## config.mk

```make
export PLATFORM = sky130hd
export DESIGN_NAME = aes_inv_round_seq_flat
export DESIGN_NICKNAME = d
export VERILOG_FILES = /design/src/rtl/aes_inv_round_seq_if.sv /design/src/rtl/aes_inv_round_seq.sv /design/src/flat_wrapper.sv
export SDC_FILE = /design/constraint.sdc
export NUM_CORES = 1
export LEC_CHECK = 0
export CORE_AREA = 2 2 303 305
export DETAILED_ROUTE_END_ITERATION = 16
export DIE_AREA = 0 0 305 307
export HOLD_SLACK_MARGIN = 0.05
export PLACE_DENSITY = 0.55
export SLEW_MARGIN = 15
export SYNTH_ARGS = -nofsm -noshare
export SYNTH_HDL_FRONTEND = slang
export SYNTH_SLANG_ARGS = --single-unit
```

## constraint.sdc

```tcl
create_clock -name clk -period 26.3 [get_ports clk]
set_input_delay 6.575 -clock clk [delete_from_list [all_inputs] [get_ports clk]]
set_output_delay 6.575 -clock clk [all_outputs]
set_load 0.02 [all_outputs]
```

## src/rtl/aes_inv_round_seq_if.sv

```systemverilog
// rtl/aes_inv_round_seq_if.sv - block, key-store and inverse-round signals of the decrypt sequencer
interface aes_inv_round_seq_if #(
  parameter int KEY_AW = 4
);
  logic              in_valid;
  logic              in_ready;
  logic [127:0]      in_block;
  logic [KEY_AW-1:0] rk_addr;
  logic [127:0]      rk_data;
  logic [127:0]      round_state_in;
  logic [127:0]      round_key;
  logic              sel_inv_mix_col;
  logic [127:0]      round_state_out;
  logic              out_valid;
  logic              out_ready;
  logic [127:0]      out_block;
  logic              busy;

  // Sequencer side
  modport master (
    input  in_valid, in_block, rk_data, round_state_out, out_ready,
    output in_ready, rk_addr, round_state_in, round_key, sel_inv_mix_col,
           out_valid, out_block, busy
  );

  // Environment side: block source/sink, key store, inverse round
  modport slave (
    output in_valid, in_block, rk_data, round_state_out, out_ready,
    input  in_ready, rk_addr, round_state_in, round_key, sel_inv_mix_col,
           out_valid, out_block, busy
  );
endinterface

```

## src/rtl/aes_inv_round_seq.sv

```systemverilog
// rtl/aes_inv_round_seq.sv - iterative AES decryption sequencer around a pipelined inverse round
module aes_inv_round_seq #(
  parameter int NR        = 10,
  parameter int ROUND_LAT = 2,
  parameter int KEY_AW    = 4
) (
  input logic                 clk,
  input logic                 rst,
  aes_inv_round_seq_if.master bus
);

  localparam int                CW       = (ROUND_LAT > 0) ? $clog2(ROUND_LAT + 1) : 1;
  localparam logic [KEY_AW-1:0] KEY_LAST = KEY_AW'(NR);
  localparam logic [KEY_AW-1:0] KEY_ONE  = KEY_AW'(1);
  localparam logic [CW-1:0]     CNT_LAST = CW'(ROUND_LAT);

  typedef enum logic [1:0] {IDLE, LOAD, ROUND, DONE} state_t;

  state_t       state;
  logic [127:0] captured;
  logic [CW-1:0] wait_cnt;

  // The round engine takes the key straight from the key store; rk_addr is
  // already held stable for the whole round, so no extra register is needed.
  assign bus.round_key = bus.rk_data;

  // Sequencer FSM; rk_addr doubles as the round index r.
  always_ff @(posedge clk or posedge rst) begin
    if (rst) begin
      state              <= IDLE;
      captured           <= '0;
      wait_cnt           <= '0;
      bus.in_ready       <= 1'b0;
      bus.busy           <= 1'b0;
      bus.rk_addr        <= '0;
      bus.round_state_in <= '0;
      bus.sel_inv_mix_col <= 1'b0;
      bus.out_valid      <= 1'b0;
      bus.out_block      <= '0;
    end else begin
      case (state)
        IDLE: begin
          bus.in_ready        <= 1'b1;
          bus.busy            <= 1'b0;
          bus.rk_addr         <= KEY_LAST;
          bus.sel_inv_mix_col <= 1'b1;
          if (bus.in_valid && bus.in_ready) begin
            captured     <= bus.in_block;
            bus.in_ready <= 1'b0;
            bus.busy     <= 1'b1;
            state        <= LOAD;
          end
        end

        LOAD: begin
          // Initial AddRoundKey with rk[NR], then start the first inverse round.
          bus.round_state_in  <= captured ^ bus.rk_data;
          bus.rk_addr         <= KEY_LAST - KEY_ONE;
          bus.sel_inv_mix_col <= (NR > 1);
          wait_cnt            <= '0;
          state               <= ROUND;
        end

        ROUND: begin
          if (wait_cnt == CNT_LAST) begin
            if (bus.rk_addr != '0) begin
              bus.round_state_in  <= bus.round_state_out;
              bus.rk_addr         <= bus.rk_addr - KEY_ONE;
              bus.sel_inv_mix_col <= (bus.rk_addr != KEY_ONE);
              wait_cnt            <= '0;
            end else begin
              bus.out_block <= bus.round_state_out;
              bus.out_valid <= 1'b1;
              state         <= DONE;
            end
          end else begin
            wait_cnt <= wait_cnt + CW'(1);
          end
        end

        DONE: begin
          if (bus.out_ready) begin
            // Leave with IDLE's outputs already in place so a block can be
            // accepted in the very next cycle.
            bus.out_valid       <= 1'b0;
            bus.in_ready        <= 1'b1;
            bus.busy            <= 1'b0;
            bus.rk_addr         <= KEY_LAST;
            bus.sel_inv_mix_col <= 1'b1;
            state               <= IDLE;
          end
        end

        default: state <= IDLE;
      endcase
    end
  end

endmodule
```

## src/flat_wrapper.sv

```systemverilog
// flat-port wrapper written by rule: the top's interface ports become plain ports
module aes_inv_round_seq_flat 
#(
  parameter int NR        = 10,
  parameter int ROUND_LAT = 2,
  parameter int KEY_AW    = 4
)
  (clk, rst, bus_in_valid, bus_in_block, bus_rk_data, bus_round_state_out, bus_out_ready, bus_in_ready, bus_rk_addr, bus_round_state_in, bus_round_key, bus_sel_inv_mix_col, bus_out_valid, bus_out_block, bus_busy);
  aes_inv_round_seq_if #(.KEY_AW(KEY_AW)) bus_i ();
  input logic clk;
  input logic rst;
  input wire logic [$bits(bus_i.in_valid)-1:0] bus_in_valid;
  input wire logic [$bits(bus_i.in_block)-1:0] bus_in_block;
  input wire logic [$bits(bus_i.rk_data)-1:0] bus_rk_data;
  input wire logic [$bits(bus_i.round_state_out)-1:0] bus_round_state_out;
  input wire logic [$bits(bus_i.out_ready)-1:0] bus_out_ready;
  output wire logic [$bits(bus_i.in_ready)-1:0] bus_in_ready;
  output wire logic [$bits(bus_i.rk_addr)-1:0] bus_rk_addr;
  output wire logic [$bits(bus_i.round_state_in)-1:0] bus_round_state_in;
  output wire logic [$bits(bus_i.round_key)-1:0] bus_round_key;
  output wire logic [$bits(bus_i.sel_inv_mix_col)-1:0] bus_sel_inv_mix_col;
  output wire logic [$bits(bus_i.out_valid)-1:0] bus_out_valid;
  output wire logic [$bits(bus_i.out_block)-1:0] bus_out_block;
  output wire logic [$bits(bus_i.busy)-1:0] bus_busy;
  assign bus_i.in_valid = bus_in_valid;
  assign bus_i.in_block = bus_in_block;
  assign bus_i.rk_data = bus_rk_data;
  assign bus_i.round_state_out = bus_round_state_out;
  assign bus_i.out_ready = bus_out_ready;
  assign bus_in_ready = bus_i.in_ready;
  assign bus_rk_addr = bus_i.rk_addr;
  assign bus_round_state_in = bus_i.round_state_in;
  assign bus_round_key = bus_i.round_key;
  assign bus_sel_inv_mix_col = bus_i.sel_inv_mix_col;
  assign bus_out_valid = bus_i.out_valid;
  assign bus_out_block = bus_i.out_block;
  assign bus_busy = bus_i.busy;
  aes_inv_round_seq #(.NR(NR), .ROUND_LAT(ROUND_LAT), .KEY_AW(KEY_AW)) u_core (.clk(clk), .rst(rst), .bus(bus_i));
endmodule
```

# [Yosys cells after proc, flatten, opt, wreduce, memory -nomap -nowiden]
# Index checks and enable logic that the tools add are counted.
[classes] addsub=2 n_eq_ne=11 mux=27 bitwise_logic=2 n_reduce_logical=15
[op_table] op="$mux W128" n=2
[op_table] op="$pmux W128 S2" n=1
[op_table] op="$xor A128 B128 Y128" n=1
[op_table] op="$pmux W4 S4" n=1
[op_table] op="$mux W2" n=6
[op_table] op="$mux W4" n=3
[op_table] op="$reduce_and A3 Y1" n=3
[op_table] op="$mux W1" n=8
[op_table] op="$pmux W2 S4" n=1
[op_table] op="$reduce_and A4 Y1" n=2
[op_table] op="$eq A2 B2 Y1 const B" n=3
[op_table] op="$ne A2 B1 Y1 const B" n=3
[op_table] op="$pmux W1 S2" n=3
[op_table] op="$reduce_and A2 Y1" n=3
[op_table] op="$reduce_bool A2 Y1" n=3
[op_table] op="$ne A2 B2 Y1 const B" n=2
[op_table] op="$ne A4 B1 Y1 const B" n=1
[op_table] op="$pmux W2 S2" n=1
[op_table] op="$reduce_bool A4 Y1" n=1
[op_table] op="$sub A4 B1 Y4 const B" n=1
[op_table] op="$ne A3 B3 Y1 const B" n=1
[op_table] op="$pmux W1 S3" n=1
[op_table] op="$add A2 B1 Y2 const B" n=1
[op_table] op="$eq A2 B1 Y1 const B" n=1
[op_table] op="4 further kinds" n=4
[word_totals] ff_bits=396 inputBits=388 output_inout_bits=392 wordCells=67

# [Logic depth before layout (Yosys ltp)]
# Gate-level depths: netlist (run 1).
[logic_depth] word_depth=4 ltp_mapped=10 mapped_depth_nobuf=6

# [Least setup slack after synthesis (run 1)]
# Ideal clock, no wire load.
[synth_path] path_kind="input-to-output" startpoint="in bus_rk_data[0]" endpoint="out bus_round_key[0]" arrival_time_ns=6.709 required_time_ns=19.725 path_slack_ns=13.016 stages=1 n_path_buf=1 path_cell_list="buf_4"
[synth_lines] element="start: declaration" line="flat_wrapper.sv:14" source="input wire logic [$bits(bus_i.rk_data)-1:0] bus_rk_data;"
[synth_lines] element="end: declaration" line="flat_wrapper.sv:20" source="output wire logic [$bits(bus_i.round_key)-1:0] bus_round_key;"
# No word-level cell between the ends.

# [Final worst setup path (run 1)]
[layout_path] startpoint="in bus_rk_data[15]" endpoint="out bus_round_key[15]"
# No word-level cell between the ends.

==> results of run 1 <==
==> metal layers <==
layer  wire length [um]  vias up
met4               1756        2
met1              24610     6501
met2              30930      453
met3               5524       92
met5                 13        -
li1                   -     6451
==> power groups by stage <==
stage	Clock [mW]	Combinational [mW]	Sequential [mW]
after floorplan	0	0.736	1.19
after global placement	0	1.49	1.03
after detailed placement	0	1.50	1.04
after CTS	0.731	1.51	1.03
after global routing	0.758	1.61	1.06
final	0.704	1.47	1.03
==> path summary, 6_finish.rpt <==
path / from / to / slack, ns / depth (start not counted)
setup / recovery: bus_rk_data[15] / bus_round_key[15] / 11.91 / 2
hold / removal: u_core.bus.round_state_in[61] / u_core.bus.round_state_in[61] / 0.47 / 2
setup reg to reg: u_core.state[0] / u_core.bus.round_state_in[89] / 22.83 / 7
hold reg to reg: u_core.bus.round_state_in[61] / u_core.bus.round_state_in[61] / 0.47 / 2
max in group asynchronous: rst / u_core.bus.round_state_in[91] / 16.83 / 5
min in group asynchronous: rst / u_core.bus.round_state_in[124] / 6.53 / 2
==> cell usage in the layout, fill, tap and decap left out, types with 2 or more instances in the layout <==
master	n
bufinv_16	5
o22a_1	2
mux2_2	136
inv_1	4
a21oi_1	132
xnor2_1	129
clkdlybuf4s50_1	779
diode_2	2
clkinv_2	7
dfrtp_1	396
o32a_1	2
o21ai_0	94
nor3_1	2
nand2_1	131
clkbuf_1	10
buf_4	13
clkbuf_8	15
o31ai_1	3
nand2b_1	3
clkbuf_16	49
nor2b_1	2
o21ai_1	40
a22o_1	2
ha_1	6
a21o_1	2
nor2_1	133
mux2_1	121
==> cell type report <==
cell class,count,area share (%)
clock buffer,74,5.300
sequential,396,35.72
timing repair buffer,793,28.53
inverter,6,0.1083
tap,1186,5.350
antenna,2,0.01804
multi-input combinational,954,24.27
clock inverter,13,0.6991
==> stage by stage <==
step                hold WS [ns]  total power, mW
floorplan                 0.4894            1.926
global placement          0.4606            2.528
detailed placement        0.4691            2.545
CTS                       0.4822            3.270
global route              0.4969            3.435
finish                    0.4740            3.204
==> flip-flops by register name, summed over array words and instances, names as in the netlist <==
register,flops
u_core.bus.in_ready,1
u_core.state,2
u_core.bus.out_block,128
u_core.captured,128
u_core.bus.busy,1
u_core.wait_cnt,2
u_core.bus.sel_inv_mix_col,1
u_core.bus.round_state_in,128
u_core.bus.rk_addr,4
u_core.bus.out_valid,1
==> cell families (layout without fill, tap and decap cells) <==
group,Yosys count,after routing,share of synthesized area (%)
flops,396,396,54.88
mux,257,257,16.03
buf+inv,220,886,8.066
fa+ha+maj,7,7,0.4850
other cells,0,2,0
xor+xnor,129,129,6.257
simple gates,280,280,6.140
compound gates,281,281,8.142
==> results.md, run 1 <==
- Status: completed
- Mapped Nets: approximately 2000
- CTS buffer count: 48
- Placed cell count: 3335
- Syn_area_per_cell: ~12 um2
- Fin. max-slew vios: 0
- Post-CTS resize count: 0
- Leakage Power: 11.13 nW
- Finished Layout Cells: 3424
- Sw frac: a little under two fifths
- CTS max path bufs: 3
- Share of cells above drive strength 1: 10.51%
- Antenna-violating nets left: 0
- Drt total wl: about 63 mm
- GRT overflow: 0
- Top cell type by total area after synthesis: dfrtp_1
- Number of fill cells in the layout: 9382
- Post-route minimum period: 14.39 ns
- Vias in the first global route: 13900
- Worst-Skew Late Latency: 0.57 ns
- Final net count: 2594
- Synthesized area: 18060 um2
- Pint: 1.977 mW
- WS Path Type: in -> out
- Unrepaired setup endpoints after global routing: false
- Element type at the critical path end: output pin
- Clock transition at path regs: 0.05 ns
- Top cells by area, synth: dfrtp_1 55%, mux2_2 8.5%, mux2_1 7.5%, xnor2_1 6.3%, buf_4 5.6%
- Die ar.: about 94000 um2
- PortBufs: 779
- #FFs+latches synth: 396
- Cell Area, Placed: 26070 um2
- Pre-CTS setup slack: between 10 and 15 ns
- Cts hold-fix bufs: 0
- Final RePlAce weighted congestion: 0.7914
- CP top delay family: buffers and inverters
- Reg power frac: 32.1%
- Slowest-stage cell, CP: clkdlybuf4s50_1
- Class of the worst hold path: reg -> reg
- Max Fclk: 0.06948 GHz
- Final Util: 30.59%
- Max Clock Skew: 0.01482 ns
- Top Ports: 780
- Synth top cells by count: 396 x dfrtp_1, 136 x mux2_2, 134 x buf_4
- Area grow syn2layout: 53.63%
- Total GRT Usage: about an eighth
- Largest net degree at the start of global routing: 174
- Via density: between 3 and 4
- Die Ht: 307 um
- Detailed Routing Iterations Pass 1: 4
- Cell Pwr Density: 115.5 nW/um2
- Htree depth: 2
- Synth cell types: 37
- DRC Markers: 0
- FP Rows: 111
- Synth async-reset ratio: 100.0%
- Flip-flop and latch area: 9910 um2
- Clk pwr share: between 20 and 25%
- CTS Sinks: between 300 and 400
- Initial Util: 19.91%
- DRT iter0 DRCs: 444
- Dominant synthesized flop cell: dfrtp_1
- Final Hold Fails: 0
- Post-CTS setup buffers: 0
- Post-synth EDFFs: 0
- Setup violations, final: 0
- Gate Count Post-Synth: 1570
- DP HPWL: 46.24 mm
- Top cell type's share of synthesized area: 54.88%
- Routing usage on met1: 14.85%
- Top Usage Layer GRT: met2
- Worst path bufs/invs: 2
- First-pass GRT wire length: 91.82 mm
- Switching power: roughly 1.2 mW
- Arr. time, crit path: roughly 7.8 ns
- Max-Cap Viols: 0
- Met2 Use GR: 22.12%
- Required time worst endpoint: just under 20 ns
- Core ar.: about 91000 um2
- Slowest cell delay on critical path: 0.65 ns
- Cell area after layout: 27740 um2
- Top-count cell post-synth: dfrtp_1
- Slew @ Worst Pin: between 0.9 and 1 ns
- CP Cell Sequence: clkdlybuf4s50_1 -> clkdlybuf4s50_1
- Peak supply drop: 0.1249 mV
- Vias: around 13000
- Setup_tns: 0 ns
- Rel. slew slack: 36.36%
- Fin crit share: 54.72%
- Comb pwr share: 45.9%
- Startpoint types: input port
- Root Driver: clkbuf_16
- WL/cell: 18.35 um
- Seq/Total Area, Yosys: 54.88%
- Setup slack after layout: 11.91 ns
- Area of the multi-input gates: 6731 um2
- Ys Warns: 0
- Most used cell, CP: clkdlybuf4s50_1
- CP Max Fanout: 2
- Met3 Use GR: between 4 and 5%
- CTS tree: built
- Initial antenna violation count: 4
- Die Wd: 305 um
(Power assumes the default switching activity.)
==> run 2: changes to the inputs <==
CORE_AREA = 2 2 304 306   (was 2 2 303 305)
DIE_AREA = 0 0 306 308   (was 0 0 305 307)
clock period = 14.6 ns   (was 26.3 ns; I/O delays follow)
==> results.md, run 2 (synthesis gave the netlist of run 1 again) <==
- Status: completed (unchanged)
- Slowest-stage cell, CP: clkdlybuf4s50_1 (unchanged)
- FP Rows: 111 (unchanged)
- Arr. time, crit path: 5.04 ns (was 7.82 ns)
- Cts hold-fix bufs: 0 (unchanged)
- Total GRT Usage: 12.67% (was 12.90%)
- CTS Sinks: 396 (unchanged)
- Largest registers: u_core.bus.out_block (128), u_core.bus.round_state_in (128), u_core.captured (128) (unchanged)
- CP Cell Sequence: clkdlybuf4s50_1 -> clkdlybuf4s50_1 (unchanged)
- Startpoint types: input port (unchanged)
- Final RePlAce weighted congestion: 0.7890 (was 0.7914)
- Vias: 13390 (was 13500)
- Antenna-violating nets left: 0 (unchanged)
- WHS Path Cells: 2 (unchanged)
- Post-route minimum period: roughly 8.7 ns
- Total power: 5.736 mW (was 3.204 mW)
- GRT overflow: 0 (unchanged)
- CTS buffer count: 47 (was 48)
- Switching power: 2.184 mW (was 1.227 mW)
- Die Ht: 308 um (was 307 um)
- Area grow syn2layout: 53.56% (was 53.63%)
- Cell Pwr Density: 206.9 nW/um2 (was 115.5 nW/um2)
- Commonest cells after routing, fill and taps aside: 779 x clkdlybuf4s50_1, 396 x dfrtp_1, 136 x mux2_2 (unchanged)
- Peak supply drop: 0.1803 mV (was 0.1249 mV)
- Finished Layout Cells: 3420 (was 3424)
- CTS max path bufs: 3 (unchanged)
- CTS tree: built (unchanged)
- Most common cell after layout, fill and taps aside: clkdlybuf4s50_1 (unchanged)
- Hold path start: u_core.bus.round_state_in[75] (was u_core.bus.round_state_in[61])
- Placed cell count: 3334 (was 3335)
- PortBufs: 779 (unchanged)
- Final Util: 30.48% (was 30.59%)
- Initial Util: 19.85% (was 19.91%)
- Sw frac: 38.08% (was 38.29%)
- Crit Reg-Reg Endpoint: u_core.bus.round_state_in[51] (was u_core.bus.round_state_in[89])
- Final net count: 2592 (was 2594)
- Max-Cap Viols: 0 (unchanged)
- Hold EP: u_core.bus.round_state_in[75] (was u_core.bus.round_state_in[61])
- Pint: 3.552 mW (was 1.977 mW)
- Detailed Routing Iterations Pass 1: 6 (was 4)
- DRC Markers: 0 (unchanged)
- DP HPWL: 45.82 mm (was 46.24 mm)
- Worst Hold Slack: 0.4761 ns (was 0.4740 ns)
- CP Max Fanout: 2 (unchanged)
- Top Ports: 780 (unchanged)
- First-pass GRT wire length: 90.58 mm (was 91.82 mm)
- Pre-CTS setup slack: 5.815 ns (was 11.89 ns)
- Rel. slew slack: 27.43% (was 36.36%)
- Setup slack after layout: 5.915 ns (was 11.91 ns)
- Via density: 3.915 (was 3.942)
- Worst-Skew Late Latency: 0.58 ns (was 0.57 ns)
- Clk pwr share: 21.9% (was 22.0%)
- Die ar.: 94250 um2 (was 93640 um2)
- CP top delay family: buffers and inverters (unchanged)
- Reg2Reg Setup Slack: 10.81 ns (was 22.83 ns)
- Fin. max-slew vios: 0 (unchanged)
- Max Fclk: 0.1151 GHz
- Clock transition at path regs: 0.06 ns (was 0.05 ns)
- WL/cell: 18.10 um (was 18.35 um)
- Fin crit share: 59.49%
- Worst r2r src: u_core.state[0] (unchanged)
- Post-CTS resize count: 0 (unchanged)
- Setup_tns: 0 ns (unchanged)
- Class of the worst hold path: reg -> reg (unchanged)
- Cell Area, Placed: 26080 um2 (was 26070 um2)
- Final Hold Fails: 0 (unchanged)
- # diodes: 0 (was 2)
- Most used cell, CP: clkdlybuf4s50_1 (unchanged)
- Root Driver: clkbuf_16 (unchanged)
- Slew @ Worst Pin: 1.089 ns (was 0.9545 ns)
- Reg power frac: 32.2% (was 32.1%)
- Die Wd: 306 um (was 305 um)
- Share of cells above drive strength 1: 10.38% (was 10.51%)
- Initial antenna violation count: 2 (was 4)
- Post-CTS setup buffers: 0 (unchanged)
- Core ar.: 90970 um2 (was 90690 um2)
- Comb pwr share: 45.9% (about the same)
- Required time worst endpoint: 10.95 ns (was 19.72 ns)
- Cell area after layout: 27730 um2 (was 27740 um2)
- Vias in the first global route: 13720 (was 13900)
- Max Clock Skew: 0.01934 ns (was 0.01482 ns)
- Worst path bufs/invs: 2 (unchanged)
- Htree depth: 2 (unchanged)
- Worst Reg-to-Reg Cells: 7 (unchanged)
- Drt total wl: 61.89 mm (was 62.83 mm)
- WS Path Type: in -> out (unchanged)
- Largest net degree at the start of global routing: 164 (was 174)
- Unrepaired setup endpoints after global routing: false (unchanged)
- DRT iter0 DRCs: 459 (was 444)
- Slowest cell delay on critical path: 0.69 ns (was 0.65 ns)
- Setup violations, final: 0 (unchanged)
- Element type at the critical path end: output pin (unchanged)
- Leakage Power: 11.11 nW (was 11.13 nW)
==> run 2: worst max-delay path by stage <==
stage	from	to	slack (ns)	cells past startpoint
final	bus_rk_data[24]	bus_round_key[24]	5.91	2
after global routing	bus_rk_data[24]	bus_round_key[24]	5.82	2
after detailed placement	bus_rk_data[24]	bus_round_key[24]	5.81	2
after CTS	bus_rk_data[24]	bus_round_key[24]	5.81	2
after floorplan	rst	u_core.bus.busy	5.62	1
after global placement	bus_rk_data[24]	bus_round_key[24]	5.81	2
==> run 2: per-layer routing <==
metal | vias to the layer above | global-route usage [%] | share of wire [%]
met4 | 0 | 3.517 | 2.4
li1 | 6446 | - | -
met3 | 70 | 4.377 | 8.1
met2 | 453 | 22.18 | 50
met5 | - | 0 | 0
met1 | 6422 | 14.61 | 40
==> run 2: cell type report <==
| class | instances | area (um2) |
|---|---|---|
| Fill cell | 9440 | 63240 |
| Sequential cell | 396 | 9910 |
| Timing Repair Buffer | 792 | 7933 |
| Multi-Input combinational cell | 954 | 6731 |
| Tap cell | 1186 | 1484 |
| Clock buffer | 73 | 1446 |
| Clock inverter | 13 | 196.4 |
| Inverter | 6 | 26.28 |
==> run 2: tightest hold or removal path: stages, from the launching register on <==
cell and delay (ns):
dfrtp_1 0.34, nand2_1 0.05, o21ai_0 0.06
==> run 2: power by group through the flow <==
stage | Sequential, mW | Combinational, mW | Clock [mW]
after global placement | 1.85 | 2.67 | 0
after floorplan | 2.14 | 1.33 | 0
final | 1.85 | 2.63 | 1.26
after CTS | 1.85 | 2.69 | 1.30
after global routing | 1.91 | 2.90 | 1.35
after detailed placement | 1.87 | 2.69 | 0
